--- src/rtl/fp_norm_round.sv ---
// fp_norm_round: two-stage normalize/round of a 53-bit significand into an IEEE 754 binary64 result.
// Define FP_NORM_SUBNORMAL_EN for gradual underflow; without it tiny results flush to signed zero.

module lzc_53 (
  input  logic [52:0] mant,
  output logic [5:0]  count
);
  // Highest set bit wins because it is visited last; all-zero input reports 53.
  always_comb begin
    count = 6'd53;
    for (int i = 0; i < 53; i++) begin
      if (mant[i]) count = 6'(52 - i);
    end
  end
endmodule

module fp_norm_round #(
  parameter int PIPE_STALL_HOLD = 1
) (
  input  logic        clk,
  input  logic        rst,
  input  logic        in_valid,
  output logic        in_ready,
  input  logic        in_sign,
  input  logic [12:0] in_exp,
  input  logic [52:0] in_mant,
  input  logic [2:0]  in_ext,
  output logic        out_valid,
  input  logic        out_ready,
  output logic [63:0] out_result,
  output logic [3:0]  out_flags
);

  if (PIPE_STALL_HOLD != 1) begin : g_hold_check
    $error("fp_norm_round: only PIPE_STALL_HOLD=1 is supported");
  end

  logic        en1;
  logic        en2;
  logic        s1_load;
  logic        s2_load;
  logic [5:0]  lz_count;
  logic [5:0]  norm_shamt;

  logic        s1_valid_d, s1_valid_q;
  logic        s1_sign_d,  s1_sign_q;
  logic [55:0] s1_val_d,   s1_val_q;
  logic [12:0] s1_e1_d,    s1_e1_q;
  logic        s2_valid_d, s2_valid_q;
  logic [63:0] out_result_d, out_result_q;
  logic [3:0]  out_flags_d,  out_flags_q;

  logic        rnd_up;
  logic [52:0] frac_rnd;
  logic [13:0] exp_rnd;
  logic        nrm_inexact;
  logic [63:0] res;
  logic [3:0]  flg;

`ifdef FP_NORM_SUBNORMAL_EN
  logic [13:0]  sub_sh_full;
  logic [6:0]   sub_sh;
  logic [111:0] sub_wide;
  logic         sub_sticky;
  logic         sub_up;
  logic         sub_inexact;
  logic [52:0]  sub_sig;
`endif

  // Handshake: a word moves on a port only in a cycle where valid and ready are both 1.
  // in_valid/data must be held until accepted; in_ready depends combinationally on out_ready.
  // A stage loads when it is empty or when the stage after it drains in the same cycle.
  assign en2      = !s2_valid_q || out_ready;
  assign en1      = !s1_valid_q || en2;
  assign in_ready = en1;
  assign s1_load  = in_valid && en1;
  assign s2_load  = s1_valid_q && en2;

  lzc_53 u_lzc (
    .mant  (in_mant),
    .count (lz_count)
  );

  // An all-zero mantissa normalizes the guard/round/sticky bits past the 53-bit shift.
  always_comb begin
    norm_shamt = lz_count;
    if (lz_count == 6'd53) begin
      if (in_ext[2])      norm_shamt = 6'd53;
      else if (in_ext[1]) norm_shamt = 6'd54;
      else                norm_shamt = 6'd55;
    end
  end

  always_comb begin
    s1_valid_d = en1 ? in_valid : s1_valid_q;
    s1_sign_d  = s1_sign_q;
    s1_val_d   = s1_val_q;
    s1_e1_d    = s1_e1_q;
    if (s1_load) begin
      s1_sign_d = in_sign;
      s1_val_d  = {in_mant, in_ext} << norm_shamt;
      s1_e1_d   = in_exp - {7'd0, norm_shamt};
    end
  end

  // Stage-1 value layout: [55] hidden bit, [54:3] fraction, [2] guard, [1:0] sticky.
  always_comb begin
    rnd_up      = s1_val_q[2] && (s1_val_q[3] || s1_val_q[1] || s1_val_q[0]);
    frac_rnd    = {1'b0, s1_val_q[54:3]} + {52'd0, rnd_up};
    exp_rnd     = {s1_e1_q[12], s1_e1_q} + {13'd0, frac_rnd[52]};
    nrm_inexact = |s1_val_q[2:0];

`ifdef FP_NORM_SUBNORMAL_EN
    sub_sh_full = 14'd1 - {s1_e1_q[12], s1_e1_q};
    sub_sh      = (sub_sh_full > 14'd56) ? 7'd56 : sub_sh_full[6:0];
    sub_wide    = {s1_val_q, 56'd0} >> sub_sh;
    sub_sticky  = (|sub_wide[55:0]) || sub_wide[57] || sub_wide[56];
    sub_up      = sub_wide[58] && (sub_wide[59] || sub_sticky);
    sub_sig     = sub_wide[111:59] + {52'd0, sub_up};
    sub_inexact = sub_wide[58] || sub_sticky;
`endif

    res = {s1_sign_q, 63'd0};
    flg = 4'b0001;
    if (!s1_val_q[55]) begin
      res = {s1_sign_q, 63'd0};
      flg = 4'b0001;
    end else if ($signed(s1_e1_q) <= 13'sd0) begin
`ifdef FP_NORM_SUBNORMAL_EN
      // A carry into bit 52 lands in the exponent field as 1, the smallest normal.
      res = {s1_sign_q, 10'd0, sub_sig};
      flg = {1'b0, sub_inexact, sub_inexact, sub_sig == 53'd0};
`else
      res = {s1_sign_q, 63'd0};
      flg = 4'b0111;
`endif
    end else if ($signed(exp_rnd) >= 14'sd2047) begin
      res = {s1_sign_q, 11'h7FF, 52'd0};
      flg = 4'b1010;
    end else begin
      res = {s1_sign_q, exp_rnd[10:0], frac_rnd[51:0]};
      flg = {2'b00, nrm_inexact, 1'b0};
    end
  end

  always_comb begin
    s2_valid_d   = en2 ? s1_valid_q : s2_valid_q;
    out_result_d = s2_load ? res : out_result_q;
    out_flags_d  = s2_load ? flg : out_flags_q;
  end

  always_ff @(posedge clk or posedge rst) begin
    if (rst) begin
      s1_valid_q   <= 1'b0;
      s1_sign_q    <= 1'b0;
      s1_val_q     <= 56'd0;
      s1_e1_q      <= 13'd0;
      s2_valid_q   <= 1'b0;
      out_result_q <= 64'd0;
      out_flags_q  <= 4'd0;
    end else begin
      s1_valid_q   <= s1_valid_d;
      s1_sign_q    <= s1_sign_d;
      s1_val_q     <= s1_val_d;
      s1_e1_q      <= s1_e1_d;
      s2_valid_q   <= s2_valid_d;
      out_result_q <= out_result_d;
      out_flags_q  <= out_flags_d;
    end
  end

  assign out_valid  = s2_valid_q;
  assign out_result = out_result_q;
  assign out_flags  = out_flags_q;

endmodule

--- config.mk ---
export PLATFORM = sky130hd
export DESIGN_NAME = fp_norm_round
export DESIGN_NICKNAME = d
export VERILOG_FILES = /design/src/rtl/fp_norm_round.sv
export SDC_FILE = /design/constraint.sdc
export NUM_CORES = 1
export LEC_CHECK = 0
export BUFFER_PORTS_ARGS = -buffer_cell sky130_fd_sc_hd__buf_2
export CELL_PAD_IN_SITES_DETAIL_PLACEMENT = 1
export CELL_PAD_IN_SITES_GLOBAL_PLACEMENT = 1
export CORE_MARGIN = 1.5
export CORE_UTILIZATION = 40
export CTS_BUF_LIST = sky130_fd_sc_hd__clkbuf_8 sky130_fd_sc_hd__clkbuf_16
export DETAILED_ROUTE_END_ITERATION = 8
export PLACE_DENSITY_LB_ADDON = 0.12
export SLEW_MARGIN = 40
export SYNTH_ARGS = -nofsm -noshare
export SYNTH_HDL_FRONTEND = slang
export SYNTH_HIERARCHICAL = 1
export SYNTH_SLANG_ARGS = --single-unit
--- constraint.sdc ---
create_clock -name clk -period 4.8 [get_ports clk]
set_clock_uncertainty 0.2 [all_clocks]
set_input_delay 0.72 -clock clk [delete_from_list [all_inputs] [get_ports clk]]
set_output_delay 0.72 -clock clk [all_outputs]
set_load 0.03 [all_outputs]
======== Yosys cells after proc, flatten, opt, wreduce, memory -nomap -nowiden ========
Cells that the tools add are included.
storage, ports and cells
  bits in registers ....................... 140
  input bits .............................. 74
  output and inout port bits .............. 70
  logic and storage cells ................. 86
cells by class
  $add $sub $neg .......................... 3
  $lt $le $gt $ge ......................... 2
  eq/ne operators ......................... 1
  shift-type cells ........................ 1
  multiplexer cells ....................... 62
  reduce and logical (&&, ||, !) cells .... 10
operators by type and width
  operator              count
  $mux 6                33
  $mux 63               3
  $mux 5                16
  $shl 56x6->56         1
  $add 52x1->53         1
  $add 13x2->14         1
  $ge 14x12->1 const B  1
  $le 13x1->1 const B   1
  $sub 13x6->13         1
  $mux 3                4
  $mux 4                3
  $eq 6x6->1 const B    1
  $logic_or 1x1->1      4
  $logic_and 1x1->1     3
  $reduce_or 3->1       1
  $logic_not 1->1       2
  $mux 1                2
  $mux 2                1

======== Depth between registers and ports, before layout ========
Gate-level depths: netlist of the first run.
  depth in word-level cells ............... 56
  mapped depth ............................ 22
  depth with buffers taken out ............ 17

======== By module ========
The synthesis of the first run kept the hierarchy.
by module, submodules not included
  module         instances  cells an instance  area an instance (µm²)  seq. area each (µm²)
  fp_norm_round  1          1287               10915.5                 3503.4
  lzc_53         1          114                643.1                   0.0

======== Least setup slack after synthesis of the first run ========
OpenSTA, ideal clock, no wires.
  path kind ............................... input-to-reg
  start point ............................. in in_mant[6]
  end point ............................... reg s1_e1_q[7]
  library setup time ...................... 82 ps
  arrival time ............................ 4600 ps
  path slack .............................. -82 ps
  stages on the path ...................... 17
  path buffers ............................ 4
  path through ............................ or4_1 > o21ai_1 > nand2_1 > a21oi_1 > o22ai_1 > clkinv_1 > buf_1 > buf_2 > buf_1 > clkbuf_1 > ha_1 > o21ai_0 > a21boi_0 > o21ai_0 > a21boi_0 > or4_1 > a31oi_1
between the ends
  cells in the longest elaborated chain, start to end .. 50
ends and longest elaborated chain
  element                 line  RTL
  from (decl)             26    input logic [52:0] in_mant,
  $mux 5 * (15 in a row)  12    if (mant[i]) count = 6'(52 - i);
  $mux 6 * (32 in a row)  12
  via lz_count[2]         42    logic [5:0] lz_count;
  $eq 6x6->1              87    if (lz_count == 6'd53) begin
  $mux 6 *                87
  $sub 13x6->13 *         102   s1_e1_d = in_exp - {7'd0, norm_shamt};
  to (signal assigned)    157   s1_e1_q <= 13'd0;
  to (signal assigned)    165   s1_e1_q <= s1_e1_d;
  to (decl)               48    logic [12:0] s1_e1_d, s1_e1_q;
The timed path passes the listed nets; every way through them passes the cells marked *.
A chain may end at the register's enable or synchronous reset.

======== Final worst setup path of the first run ========
  start point ............................. reg s1_val_q[1]
  end point ............................... reg out_result_q[33], in the netlist out_result[33]
between the ends
  cells in the longest elaborated chain, start to end .. 9
ends and longest elaborated chain
  element                          line  RTL
  from (decl)                      47    logic [55:0] s1_val_d, s1_val_q;
  from (signal assigned)           164   s1_val_q <= s1_val_d;
  $logic_or 1x1->1 * (2 in a row)  108   rnd_up = s1_val_q[2] && (s1_val_q[3] || s1_val_q[1] || s1_val_q[0]);
  $logic_and 1x1->1 *              108
  $add 52x1->53 *                  109   frac_rnd = {1'b0, s1_val_q[54:3]} + {52'd0, rnd_up};
  $add 13x2->14                    110   exp_rnd = {s1_e1_q[12], s1_e1_q} + {13'd0, frac_rnd[52]};
  $ge 14x12->1                     137   end else if ($signed(exp_rnd) >= 14'sd2047) begin
  $mux 63 *                        137
  $mux 63 *                        128   end else if ($signed(s1_e1_q) <= 13'sd0) begin
  $mux 63 *                        125   if (!s1_val_q[55]) begin
  to (signal assigned)             167   out_result_q <= out_result_d;
  to (decl)                        50    logic [63:0] out_result_d, out_result_q;
Mark *: on every way between the ends. The rest lies on a longest branch, timed or not.

==> metrics.md, run 1 <==
| Metric | Value |
|---|---|
| Status | finished, final reports clean |
| Worst path required time | 4940 ps |
| Switch Pwr | roughly 1.6 mW |
| CP bufs+invs | 2 |
| Static leakage | a little over 6 nW |
| Net Count, Synth | about 1,500 |
| Worst EP arrival | approximately 4800 ps |
| Clk slew on worst S/H paths | 60 ps |
| Crit-path slowest cell | or4_4 |
| # IOs | around 140 |
| Site Rows | just over 60 |
| All-Layer GR Usage | 0.326 |
| Maximum vdd drop | about 0.26 mV |
| Fin cells | ~2,000 |
| Post-DRT Antenna Nets | 0 |
| DRC Markers | 0 |
| CTS tree | yes |
| Avg Inst Size Synth | approximately 8.3 um^2 |
| Synth area leaders | dfrtp_1 (30%), nand2_1 (6.8%), mux2i_1 (6.1%) |
| Final WL | just under 50,000 um |
| Top layer reached by signal wires | met4 |
| Placer Congestion | between 0.9 and 1 |
| Least-Margin Pin Slew | slightly above 800 ps |
| Worst-path cell chain | o31a_1 -> ha_2 -> ha_2 -> and3_4 -> nand3_1 -> or4_4 -> nor3_1 -> buf_4 -> and4_1 -> ha_2 -> nand2_1 -> or3_1 -> o32a_1 -> a311o_1 -> nand2_2 -> nand2_1 -> buf_12 -> o21ai_0 |
| Most used cell, CP | ha_2 |
| Register area share after synthesis | 0.303 |
| Fmax achieved | approximately 220 MHz |
| DR WL met2 | about 23,000 um |
| IO buf count | around 140 |
| Final net count | about 1,700 |
| TritonCTS Sinks | 140 |
| Slew HR | 0.453 |
| Slowest Stage Delay on Critical Path | slightly below 600 ps |
| RSZ-0062 raised after global routing | yes |
| Setup slack, reg-to-reg | 150 ps |
| Reg2reg start | s1_val_q[1]$_DFFE_PP0P_ |
| Worst hold slack | 209 ps |
| Critical Path End Type | flop |
| Global-route wire length before repair | between 70,000 and 80,000 um |
| Post-synthesis cell type count | around 90 |
| Dpl cells | 1,989 |
| Sw frac | 0.378 |
| Ant. Diodes | 0 |
| Synthesized area | 11,600 um^2 |
| Delay-heaviest family, CP | simple AND/OR/NAND/NOR gates |
| Top cell type's share of synthesized area | 0.303 |
| Vias | ~13,000 |
| FF-to-FF End | out_result[33]$_DFFE_PP0P_ |
| Synth Instances | approximately 1,400 |
| Initial DRT Pass Iterations | 5 |
| Ys async rst share | 1.00 |
| Number of flops mapped to enable cells by yosys | 0 |
| Die Area | around 30,000 um^2 |
| CP startpoint kind | flop |
| Comb pwr share | 0.334 |
| Hold Path Class | in2async |
| CTS H-tree lvls | 4 |
| Wirelength per Cell | about 24 um |
| Setup Crit Path Kind | reg2reg |
| TritonCTS Buffers | 17 |
| Post-DP HPWL | roughly 38,000 um |
| Period utilization | 0.968 |
| Crit Path Max Fanout | 50 |
| Worst-case reg-to-reg path depth | 18 |
| Area grow syn2layout | 23.3% |
| Initial DRC count | between 800 and 900 |
| Initial Util | 0.405 |
| Syn. warnings | 6 |
| Int Power | between 2 and 3 mW |
| Register share of total power | 0.372 |
| Clock latency on the worst-skew pair | around 430 ps |
| Max clock buf depth | 2 |
| Die X | roughly 170 um |
| Via density | between 6 and 7 |
| Die Ht | roughly 170 um |
| Hold Fails Final Rpt | 0 |
| # Max-Cap Violations | 0 |
| M1 wire length | ~21,000 um |
| Yosys reg bits | 140 |
| Ys flop type | dfrtp_1 |
| Post-layout min period | 4650 ps |
| Largest net degree at the start of global routing | about 80 |
| Max Slew Vio Count | 0 |
| Layout cells sized above 1 | 0.244 |
| Grt ovf | 0 |
| Metal3 WL | between 2000 and 2500 um |
| Final setup fails | 0 |
| Root Buffer Master | clkbuf_16 |
| Cell taking the most area after synthesis | dfrtp_1 |
| Core Area | approximately 29,000 um^2 |
| Vias in the first global route | ~13,000 |
| Initial antenna violation count | 0 |
| Clock power frac | 0.293 |
| P per Cell Area | 293 nW/um^2 |
-- through the flow --
stage               cell area [um^2]  total power, mW  setup slack, ps  utilization  setup TNS, ps
detailed placement             13700             2.95             -276        0.479          -2230
CTS                            14200             4.18             13.0        0.498              0
finish                         14300             4.18              152        0.499              0
floorplan                      11600             2.33             21.9            -              0
global route                   14300             4.36            -45.3        0.499          -1020
global placement               13700             2.92             -192        0.479          -1320
-- logic make-up after synthesis --
group	after synthesis	share of synthesized area
compound gates	425	0.258
xor+xnor	64	0.0485
fa+ha+maj	11	0.0126
buf+inv	133	0.0488
flops	140	0.303
mux	107	0.116
simple gates	521	0.213
-- worst register-to-register path: cells and delay by family, from the launching register on --
kind                       cells  cell delay [ps]
DFF                            1              380
buffers and inverters          2              350
adders and majority gates      3              600
AOI/OAI and AO/OA              4             1090
and+or+nand+nor                9             1950
-- cell type report --
class | count | area (um^2)
fillers | 3546 | 14300
repair buffers | 300 | 1980
clock inverters | 11 | 71.3
well taps | 384 | 480
multi-input cells | 1128 | 7590
flip-flops and latches | 140 | 3500
clock buffers | 21 | 480
inverters | 38 | 150
-- registers in the layout (all words and copies together) (netlist names) --
register    flops
out_flags       4
out_result     64
s1_valid_q      1
s1_sign_q       1
out_valid       1
s1_val_q       56
s1_e1_q        13
-- repair_timing --
| action | CTS | global route |
|---|---|---|
| setup buffers | 0 | 1 |
| endpoints found under the setup margin | 1 | 64 |
| gates resized for setup | 1 | 27 |
| hold buffers | 0 | 0 |
-- Yosys cell counts (17+ instances only) --
cell type / n
a21oi_1: 44
mux4_2: 20
xnor2_1: 26
inv_1: 33
buf_2: 23
nand4_1: 25
a31oi_1: 17
nor4_1: 22
o21ai_0: 112
nor3_1: 30
nand2_1: 208
nand3_1: 31
nor2_1: 109
clkbuf_1: 53
dfrtp_1: 140
mux2i_1: 71
o211ai_1: 20
a211oi_1: 26
a22oi_1: 19
and3_1: 17
xor2_1: 38
-- worst max-delay path by stage --
stage,cells after the start,from,endpoint
floorplan,22,in_mant[6],s1_e1_q[6]$_DFFE_PP0P_
global placement,18,in_mant[7],s1_e1_q[7]$_DFFE_PP0P_
detailed placement,18,in_mant[7],s1_e1_q[7]$_DFFE_PP0P_
CTS,18,s1_val_q[1]$_DFFE_PP0P_,out_result[7]$_DFFE_PP0P_
global route,18,s1_val_q[1]$_DFFE_PP0P_,out_result[18]$_DFFE_PP0P_
finish,18,s1_val_q[1]$_DFFE_PP0P_,out_result[33]$_DFFE_PP0P_
-- power by group through the flow --
| stage | sequential (mW) | clock (mW) | combinational, mW |
|---|---|---|---|
| after CTS | 1.55 | 1.24 | 1.38 |
| after global placement | 1.56 | 0 | 1.36 |
| after floorplan | 1.62 | 0 | 0.707 |
| final | 1.56 | 1.23 | 1.40 |
| after global routing | 1.58 | 1.28 | 1.50 |
| after detailed placement | 1.57 | 0 | 1.38 |
-- per-layer routing --
| layer | track usage | vias to the layer above |
|---|---|---|
| met3 | 0.0297 | 110 |
| met2 | 0.550 | 446 |
| met4 | 0.135 | 0 |
| li1 | - | 5709 |
| met5 | 0 | - |
| met1 | 0.430 | 6296 |
-- placed cells by master (no fill, tap or decap), types with 31 or more instances in the layout --
cell     Yosys  routed
buf_4        1     150
nand3_1     31      31
inv_1       33      34
a21oi_1     44      44
mux2i_1     71      71
xor2_1      38      38
nand2_1    208     205
dfrtp_1    140     140
buf_2       23     143
nor2_1     109     109
o21ai_0    112      93
(Power assumes the default switching activity.)
==> run 2, diff against run 1 <==
--- a/config.mk
+++ b/config.mk
@@ -5,13 +5,14 @@
 export SDC_FILE = /design/constraint.sdc
 export NUM_CORES = 1
 export LEC_CHECK = 0
-export BUFFER_PORTS_ARGS = -buffer_cell sky130_fd_sc_hd__buf_2
 export CELL_PAD_IN_SITES_DETAIL_PLACEMENT = 1
 export CELL_PAD_IN_SITES_GLOBAL_PLACEMENT = 1
 export CORE_MARGIN = 1.5
-export CORE_UTILIZATION = 40
+export CORE_UTILIZATION = 44
 export CTS_BUF_LIST = sky130_fd_sc_hd__clkbuf_8 sky130_fd_sc_hd__clkbuf_16
+export CTS_CLUSTER_SIZE = 14
 export DETAILED_ROUTE_END_ITERATION = 8
+export DONT_BUFFER_PORTS = 1
 export PLACE_DENSITY_LB_ADDON = 0.12
 export SLEW_MARGIN = 40
 export SYNTH_ARGS = -nofsm -noshare
==> metrics.md, run 2 (synthesis results as in run 1) <==
| Metric | Value |
|---|---|
| Final setup fails | 0 (unchanged) |
| Slowest Stage Delay on Critical Path | 580 ps (about the same) |
| Site Rows | 59 (-4.8%) |
| Vias | 11,604 (-7.6%) |
| Placer Congestion | 0.956 (-1.0%) |
| Post-layout min period | 4580 ps (-66.1 ps) |
| Critical path depth | 18 (unchanged) |
| Layout fillers | 3,082 (-13%) |
| Hold Path Class | in2async |
| Worst EP arrival | 4710 ps (-80 ps) |
| Static leakage | 5.20 nW (-15%) |
| Crit-path slowest cell | or4_1 |
| Metal3 WL | 2450 um (+12%) |
| Switch Pwr | 1.49 mW (-5.5%) |
| # IOs | 144 (unchanged) |
| Int Power | 2.71 mW (+3.9%) |
| Least-Margin Pin Slew | 798 ps (-20.1 ps) |
| Grt ovf | 0 (unchanged) |
| Top layer reached by signal wires | met4 |
| Root Buffer Master | clkbuf_16 |
| Layout cells sized above 1 | 0.128 (-0.116) |
| All-Layer GR Usage | 0.333 (+0.00743) |
| Slew HR | 0.453 (about the same) |
| Die Area | 27,300 um^2 (-8.9%) |
| Setup Crit Path Kind | reg2reg |
| Post-DP HPWL | 34,300 um (-11%) |
| Post-DRT Antenna Nets | 0 (unchanged) |
| CP bufs+invs | 2 (unchanged) |
| Max clock buf depth | 2 (unchanged) |
| Worst path required time | 4930 ps (about the same) |
| Status | finished with violations |
| P per Cell Area | 322 nW/um^2 (+9.8%) |
| Setup slack, reg-to-reg | 220 ps (+70 ps) |
| Sw frac | 0.356 (-0.0220) |
| TritonCTS Sinks | 140 (unchanged) |
| Wirelength per Cell | 25.5 um (+5.7%) |
| RSZ-0062 raised after global routing | yes |
| Initial DRT Pass Iterations | 5 (unchanged) |
| Number of flip-flops in the largest register | 64 (unchanged) |
| Comb pwr share | 0.248 (-0.086) |
| Register share of total power | 0.402 (+0.030) |
| Clock power frac | 0.349 (+0.056) |
| Delay-heaviest family, CP | simple AND/OR/NAND/NOR gates |
| Clock latency on the worst-skew pair | 420 ps (about the same) |
| Commonest non-fill, non-tap cell in the layout | nand2_1 |
| Ant. Diodes | 0 (unchanged) |
| Via density | 6.59 (+6.0%) |
| Initial DRC count | 919 (+9.4%) |
| CTS tree | yes |
| Hold Fails Final Rpt | 25 (+25) |
| Worst hold slack | -30.6 ps (-240 ps) |
| TritonCTS Buffers | 17 (unchanged) |
| IO buf count | 0 (-100%) |
| Period utilization | 0.955 (-0.0138) |
| Reg2reg start | s1_val_q[1]$_DFFE_PP0P_ |
| # Max-Cap Violations | 0 (unchanged) |
| Initial antenna violation count | 0 (unchanged) |
| Worst-path cell chain | o31a_1 -> ha_1 -> ha_1 -> and3_1 -> nand3_1 -> or4_1 -> nor3_2 -> buf_4 -> and4_1 -> ha_1 -> nand2_1 -> or3_1 -> o32a_1 -> a311o_1 -> nand2_1 -> nand2_1 -> buf_12 -> o21ai_1 |
| Sum Neg Setup Slack | 0 ps (unchanged) |
| Die X | 165 um (-4.6%) |
| DRC Markers | 0 (unchanged) |
| DR WL met2 | 21,800 um (-7.2%) |
| Setup bufs post-CTS | 0 (unchanged) |
| Fmax achieved | 218 MHz (+1.4%) |
| Initial Util | 0.446 (+0.0412) |
| Core Area | 25,900 um^2 (-9.2%) |
| Maximum vdd drop | 0.210 mV (-18%) |
| Largest net degree at the start of global routing | 112 (+42%) |
| Vias in the first global route | 11,936 (-8.0%) |
| CTS Hold Bufs | 0 (unchanged) |
| Final WL | 45,000 um (-7.9%) |
| Post-cts gate resize count | 0 (-1) |
| CP startpoint kind | flop |
| CTS H-tree lvls | 4 (unchanged) |
| Most frequent cells in the layout | nand2_1 (206), dfrtp_1 (140), nor2_1 (109) |
| M1 wire length | 19,500 um (-8.7%) |
| Global-route wire length before repair | 69,700 um (-8.5%) |
| Crit path launch | s1_val_q[1]$_DFFE_PP0P_ |
| Crit Path Max Fanout | 50 (unchanged) |
| Max Slew Vio Count | 0 (unchanged) |
| Failing checks | hold timing |
| Critical Path End Type | flop |
| Area grow syn2layout | 12.8% |
| Worst-case reg-to-reg path depth | 18 (unchanged) |
| Clk slew on worst S/H paths | 60 ps (about the same) |
| Final net count | 1,499 (-12%) |
| Die Ht | 165 um (-4.6%) |
-- run 2: changes by cell type in the layout (fill, tap and decap cells not counted), sizes merged --
cell      previous run  this run
clkinvlp             3         2
inv                 38        40
buf                300        89
bufinv               0         5
clkinv               8         6
clkbuf              21        17
-- run 2: path summary, 6_finish.rpt --
kind	endpoint
min in group clk	s1_sign_q$_DFFE_PP0P_
worst max-delay path	out_result[31]$_DFFE_PP0P_
worst max register to register	out_result[31]$_DFFE_PP0P_
worst min-delay path	out_result[17]$_DFFE_PP0P_
worst min register to register	s1_sign_q$_DFFE_PP0P_
max in group asynchronous	out_result[3]$_DFFE_PP0P_
-- run 2: layer usage --
metal,global-route usage,vias to the layer above
li1,-,5297
met3,0.0410,73
met2,0.567,413
met1,0.435,5821
met5,0,-
met4,0.115,0
-- run 2: metrics by stage --
stage          setup WS (ps)  instance area, um^2  std cells   util  power, mW
5_1_grt                -27.2                13000       1762  0.503       4.38
2_1_floorplan           21.9                11600       1401      -       2.33
3_3_place_gp             130                12400       1730  0.477       2.70
4_1_cts                 14.7                13000       1762  0.503       4.20
3_5_place_dp            29.5                12400       1730  0.478       2.73
6_report                 218                13000       1762  0.503       4.20
-- run 2: area by class of cell --
type	instances	area, um^2	area share
clock buffers	17	425	0.0326
clock inverters	15	221	0.0170
inverters	38	158	0.0121
multi-input cells	1128	7560	0.580
flip-flops and latches	140	3500	0.269
well taps	335	419	0.0322
repair buffers	89	743	0.0570
-- run 2: power groups by stage --
stage,logic (mW),registers (mW),clock network [mW]
after global routing,1.13,1.72,1.53
final,1.04,1.69,1.47
after detailed placement,1.02,1.71,0
after floorplan,0.707,1.62,0
after CTS,1.03,1.69,1.48
after global placement,1.00,1.70,0
